--- src/rtl/constants_pkg.sv ---
`default_nettype none
// ============================================================================
//  Module      : constants_pkg
//  Description : Shared widths and defaults for the fetch/memory stream.
//  Revision    : 1.0  initial release
// ============================================================================
package constants_pkg;

  localparam int ADDR_WIDTH = 8;
  localparam int DATA_WIDTH = 16;

  localparam int MEM_DEPTH_DEF      = 64;
  localparam int READ_LAT_DEF       = 2;
  localparam int RSP_FIFO_DEPTH_DEF = 4;

  // Data returned for a request whose address lies outside the scratchpad.
  localparam logic [DATA_WIDTH-1:0] OOB_DATA = '0;

  // True when a word address falls inside a scratchpad of the given depth.
  function automatic logic addr_in_range(input logic [ADDR_WIDTH-1:0] addr,
                                         input int depth);
    return (int'(addr) < depth);
  endfunction

endpackage
`default_nettype wire

--- src/rtl/rsp_fifo.sv ---
`default_nettype none
// ============================================================================
//  Module      : rsp_fifo
//  Description : Synchronous first-word-visible FIFO. DEPTH must be a power
//                of two and at least 2. A push and a pop in the same cycle
//                leave occupancy unchanged, including when full or empty
//                (when empty the pushed word bypasses straight to pop_data).
//  Revision    : 1.0  initial release
// ============================================================================
module rsp_fifo #(
  parameter int WIDTH = 16,
  parameter int DEPTH = 4
) (
  input  logic             clk,
  input  logic             rst,
  input  logic             push,
  input  logic [WIDTH-1:0] push_data,
  input  logic             pop,
  output logic [WIDTH-1:0] pop_data,
  output logic             empty,
  output logic             full
);

  localparam int AW = $clog2(DEPTH);

  logic [WIDTH-1:0] mem_q [DEPTH];
  logic [AW:0]      wr_q, wr_d;
  logic [AW:0]      rd_q, rd_d;
  logic             do_push;
  logic             do_pop;

  // Status flags and the pointer moves that the current push/pop imply.
  always_comb begin
    empty    = (wr_q == rd_q);
    full     = (wr_q[AW] != rd_q[AW]) && (wr_q[AW-1:0] == rd_q[AW-1:0]);
    do_pop   = pop && !empty;
    // Empty with push+pop: the word is consumed in flight, nothing is stored.
    do_push  = push && !(empty && pop) && (!full || do_pop);
    wr_d     = do_push ? wr_q + 1'b1 : wr_q;
    rd_d     = do_pop  ? rd_q + 1'b1 : rd_q;
    pop_data = empty ? push_data : mem_q[rd_q[AW-1:0]];
  end

  // Pointer registers; storage itself is never reset.
  always_ff @(posedge clk) begin
    if (rst) begin
      wr_q <= '0;
      rd_q <= '0;
    end else begin
      wr_q <= wr_d;
      rd_q <= rd_d;
    end
  end

  // Storage write port.
  always_ff @(posedge clk) begin
    if (do_push) begin
      mem_q[wr_q[AW-1:0]] <= push_data;
    end
  end

endmodule
`default_nettype wire

--- src/rtl/mem_responder.sv ---
`default_nettype none
// ============================================================================
//  Module      : mem_responder
//  Description : Scratchpad read responder. Requests are admitted against a
//                credit count equal to the response FIFO depth, so every
//                in-flight read is guaranteed a FIFO slot and the fixed
//                latency read pipeline never has to stall.
//  Revision    : 1.0  initial release
// ============================================================================
module mem_responder
  import constants_pkg::*;
#(
  parameter int MEM_DEPTH      = MEM_DEPTH_DEF,
  parameter int READ_LAT       = READ_LAT_DEF,
  parameter int RSP_FIFO_DEPTH = RSP_FIFO_DEPTH_DEF
) (
  input  logic                  clk,
  input  logic                  rst,
  input  logic                  ld_vld,
  input  logic [ADDR_WIDTH-1:0] ld_addr,
  input  logic [DATA_WIDTH-1:0] ld_data,
  input  logic                  m_req_vld,
  output logic                  m_req_rdy,
  input  logic [ADDR_WIDTH-1:0] m_req_addr,
  output logic                  m_rsp_vld,
  input  logic                  m_rsp_rdy,
  output logic [DATA_WIDTH-1:0] m_rsp_data,
  output logic                  err_oob,
  output logic                  busy
);

  localparam int                MEM_AW  = $clog2(MEM_DEPTH);
  localparam int                CNT_W   = $clog2(RSP_FIFO_DEPTH) + 1;
  localparam logic [CNT_W-1:0]  CNT_MAX = CNT_W'(RSP_FIFO_DEPTH);

  logic [DATA_WIDTH-1:0] mem [MEM_DEPTH];

  logic [CNT_W-1:0]      cnt_q, cnt_d;
  logic                  err_oob_q, err_oob_d;
  logic [READ_LAT-1:0]   pipe_vld_q, pipe_vld_d;
  logic [DATA_WIDTH-1:0] pipe_data_q [READ_LAT];
  logic [DATA_WIDTH-1:0] pipe_data_d [READ_LAT];

  logic                  req_fire;
  logic                  rsp_fire;
  logic                  req_ok;
  logic                  ld_ok;

  logic                  fifo_push;
  logic [DATA_WIDTH-1:0] fifo_push_data;
  logic [DATA_WIDTH-1:0] fifo_pop_data;
  logic                  fifo_empty;
  logic                  fifo_full;

  // Handshakes and credit admission; a load cycle always blocks requests so
  // the scratchpad never sees a read and a write in the same cycle.
  always_comb begin
    req_ok     = addr_in_range(m_req_addr, MEM_DEPTH);
    ld_ok      = addr_in_range(ld_addr, MEM_DEPTH);
    m_req_rdy  = !rst && !ld_vld && (cnt_q < CNT_MAX);
    m_rsp_vld  = !fifo_empty;
    m_rsp_data = fifo_empty ? '0 : fifo_pop_data;
    busy       = (cnt_q != '0);
    err_oob    = err_oob_q;
    req_fire   = m_req_vld && m_req_rdy;
    rsp_fire   = m_rsp_vld && m_rsp_rdy;
  end

  // Next-state for credits, sticky error flag and the read shift pipeline.
  always_comb begin
    cnt_d = cnt_q;
    case ({req_fire, rsp_fire})
      2'b10:   cnt_d = cnt_q + 1'b1;
      2'b01:   cnt_d = cnt_q - 1'b1;
      default: cnt_d = cnt_q;
    endcase

    err_oob_d = err_oob_q | (ld_vld && !ld_ok) | (req_fire && !req_ok);

    pipe_vld_d     = '0;
    pipe_vld_d[0]  = req_fire;
    pipe_data_d[0] = req_ok ? mem[m_req_addr[MEM_AW-1:0]] : OOB_DATA;
    for (int i = 1; i < READ_LAT; i++) begin
      pipe_vld_d[i]  = pipe_vld_q[i-1];
      pipe_data_d[i] = pipe_data_q[i-1];
    end

    fifo_push      = pipe_vld_q[READ_LAT-1];
    fifo_push_data = pipe_data_q[READ_LAT-1];
  end

  // Control state: credits, error flag and pipeline valids.
  always_ff @(posedge clk) begin
    if (rst) begin
      cnt_q      <= '0;
      err_oob_q  <= 1'b0;
      pipe_vld_q <= '0;
    end else begin
      cnt_q      <= cnt_d;
      err_oob_q  <= err_oob_d;
      pipe_vld_q <= pipe_vld_d;
    end
  end

  // Pipeline data carries no reset; only the valids qualify it.
  always_ff @(posedge clk) begin
    pipe_data_q <= pipe_data_d;
  end

  // Host preload port; out-of-range addresses are dropped.
  always_ff @(posedge clk) begin
    if (ld_vld && ld_ok) begin
      mem[ld_addr[MEM_AW-1:0]] <= ld_data;
    end
  end

  // Credits reserve a slot for every in-flight read, so a writeback into a
  // full FIFO that is not popping at the same time means the credit logic broke.
  always_ff @(posedge clk) begin
    if (!rst) begin
      assert (!(fifo_push && fifo_full && !rsp_fire));
    end
  end

  rsp_fifo #(
    .WIDTH (DATA_WIDTH),
    .DEPTH (RSP_FIFO_DEPTH)
  ) u_rsp_fifo (
    .clk       (clk),
    .rst       (rst),
    .push      (fifo_push),
    .push_data (fifo_push_data),
    .pop       (rsp_fire),
    .pop_data  (fifo_pop_data),
    .empty     (fifo_empty),
    .full      (fifo_full)
  );

endmodule
`default_nettype wire

--- config.mk ---
export PLATFORM = sky130hd
export DESIGN_NAME = mem_responder
export DESIGN_NICKNAME = d
export VERILOG_FILES = /design/src/rtl/constants_pkg.sv /design/src/rtl/rsp_fifo.sv /design/src/rtl/mem_responder.sv
export SDC_FILE = /design/constraint.sdc
export NUM_CORES = 1
export LEC_CHECK = 0
export CORE_UTILIZATION = 35
export CTS_CLUSTER_SIZE = 24
export DETAILED_ROUTE_END_ITERATION = 6
export PLACE_DENSITY = 0.57
export SLEW_MARGIN = 20
export SYNTH_ARGS = -nofsm -noshare
export SYNTH_HDL_FRONTEND = slang
export SYNTH_SLANG_ARGS = --single-unit
--- constraint.sdc ---
create_clock -name clk -period 7 [get_ports clk]
set_input_delay 1.05 -clock clk [delete_from_list [all_inputs] [get_ports clk]]
set_output_delay 1.05 -clock clk [all_outputs]
set_load 0.005 [all_outputs]
==> run summary <==
Worst slew margin relative to its limit: 24.8%
Layout cells sized above 1: 25.2%
Async SR Flop Fraction: 0%
CORE AREA: 122000 sq um
Root Buffer: clkbuf_16
RSZ-0062 raised after global routing: no
Setup Fix Bufs, Post-CTS: 0
Top_reg_cell synth: edfxtp_1
Placed cell areas: 45800 sq um
Remaining global-route overflow: 0
Slew of the pin with the lowest slew margin: 1.10 ns
Clock Sink Count: 1134
Final worst-path cycle share: 56.0%
F_max: 255 MHz
Number of global-route vias before repair: 20900
First-pass GRT wire length: 154000 um
Worst vdd ir: 213 uV
Register area: 33600 sq um
Syn nets: 2000
Yosys cell types: 50
# IOs: 57
Tot Pwr: 14.1 mW
Routed wire length: 107000 um
Util after Layout: 40.6%
Final Skew: 0.0346 ns
CTS buffer count: 114
Clock buffer depth: 3
Mapped cell area: 43100 sq um
Die height: 353 um
Syn-to-layout area delta: 14.8%
Final instance area: 49500 sq um
Critical path arrival: 4.23 ns
Maximum fanout along the worst path: 16
Post-synthesis sequential area ratio: 78.0%
CTS tree: built
Chip width: 353 um
Kind of critical path: in2reg
Port Buffers: 56
Reg clk slew, reported paths: 0.06 ns
Final setup vio count: 0
Initial Util: 35.3%
Site Rows: 128
Crit start category: input port
Multi-input gate area: 8870 sq um
Post-synth EDFFs: 1088
Top post-synthesis cells by count: 1088 x edfxtp_1, 248 x mux4_2, 84 x nor2_1
Yosys warning count: 0
GRT Util Overall: 17.1%
Final min period: 3.92 ns
Pin count of the biggest net entering global routing: 91
Max Slew Vio Count: 0
Top-count cell post-synth: edfxtp_1
Placer's final routability congestion estimate: 0.903
Synth top area share: 75.8%
Cells after synthesis: 1956
Yosys reg bits: 1134
Routed via count: 20700
Final Hold Viols: 0
Min-delay worst type: reg2reg
Status: completed
Detailed Place HPWL: 63000 um
Leakage power: 15.5 nW
Clock latency on the worst-skew pair: 0.71 ns
Pwr dens: 286 nW/um^2
Via density: 5.38
Max_cap viols: 0
Final setup TNS: 0 ns
Final ANT Viol Nets: 0
Die Area: 124000 sq um
CP required: 7.31 ns
Initial DRC Count: 2768
Cts hold-fix bufs: 0
WL/cell: 27.8 um
Final Net Count: 2164
Initial antenna violation count: 4
Post-CTS Resized: 0
# H-tree levels: 3
Mean Syn Cell Area: 22.0 sq um
Post-synth top area cell: edfxtp_1
Synth area leaders: edfxtp_1 76%, mux4_2 13%, dfxtp_1 2.1%
Layout fillers: 10700
Detailed Routing Iterations Pass 1: 6
DRC Markers: 0
Crit end category: flop
cell usage in the layout (no fill, tap or decap), drive strengths merged, types with 16 or more instances in the layout:
cell type,n
buf,110
nor2,84
a21oi,26
o21ai,22
dfxtp,46
nand2,51
clkinv,50
nand3,16
o221ai,26
edfxtp,1088
mux4,258
and2,19
clkdlybuf4s50,36
inv,16
clkbuf,145
o22ai,27
mux2i,65
final cells by class:
class	count	share of cell area, %
sequential	1134	67.9
multi-input combinational	712	17.9
clock buffer	144	6.28
tap	1625	4.11
timing repair buffer	147	2.45
clock inverter	70	1.21
inverter	11	0.0835
antenna	1	0.00506
layer usage:
metal	wire length [um]	GRT usage, %	vias up
met3	7700	3.29	190
met2	50800	27.0	865
met4	3380	5.46	2
met5	4	0	-
met1	45100	23.9	11100
li1	-	-	8555
critical path, stage by stage:
cell and delay [ns]:
clkdlybuf4s50_1 0.52, nor4bb_2 0.78, nand3_1 0.83, nor2_2 1.02
per-stage QoR:
| step | hold WS [ns] | worst slack, ns | instances |
|---|---|---|---|
| finish | 0.348 | 3.08 | 3844 |
| CTS | 0.349 | 3.11 | 3843 |
| detailed placement | 0.333 | 2.40 | 3629 |
| global placement | 0.366 | 2.38 | 3629 |
| global route | 0.359 | 2.95 | 3843 |
| floorplan | 0.310 | 4.01 | 1956 |
power by group:
group | switching [mW] | internal (mW)
Combinational | 0.416 | 0.238
Sequential | 0.0267 | 7.47
Clock | 2.53 | 3.46
Total | 2.98 | 11.2
flip-flops by register name, summed over array words and instances (netlist names), named ones only:
name	cells
mem	1024
pipe_data_d	16
cnt_q	3
u_rsp_fifo.rd_q	3
u_rsp_fifo.mem_q	64
err_oob	1
u_rsp_fifo.wr_q	3
fifo_push_data	16
pipe_vld_q	2
logic make-up after synthesis:
logic type,share of synthesized area [%]
compound gates,2.63
xor+xnor,0.203
fa+ha+maj,0.221
buf+inv,1.52
flops,78.0
mux,15.4
simple gates,2.05
final timing paths:
path / startpoint / end / depth (start not counted) / slack (ns)
hold reg to reg: pipe_data_d[11] / fifo_push_data[11] / 0 / 0.35
setup / recovery: ld_vld / mem[31][2] / 4 / 3.08
hold / removal: pipe_data_d[11] / fifo_push_data[11] / 0 / 0.35
setup reg to reg: mem[57][0] / pipe_data_d[0] / 5 / 4.77
(Power assumes the default switching activity.)
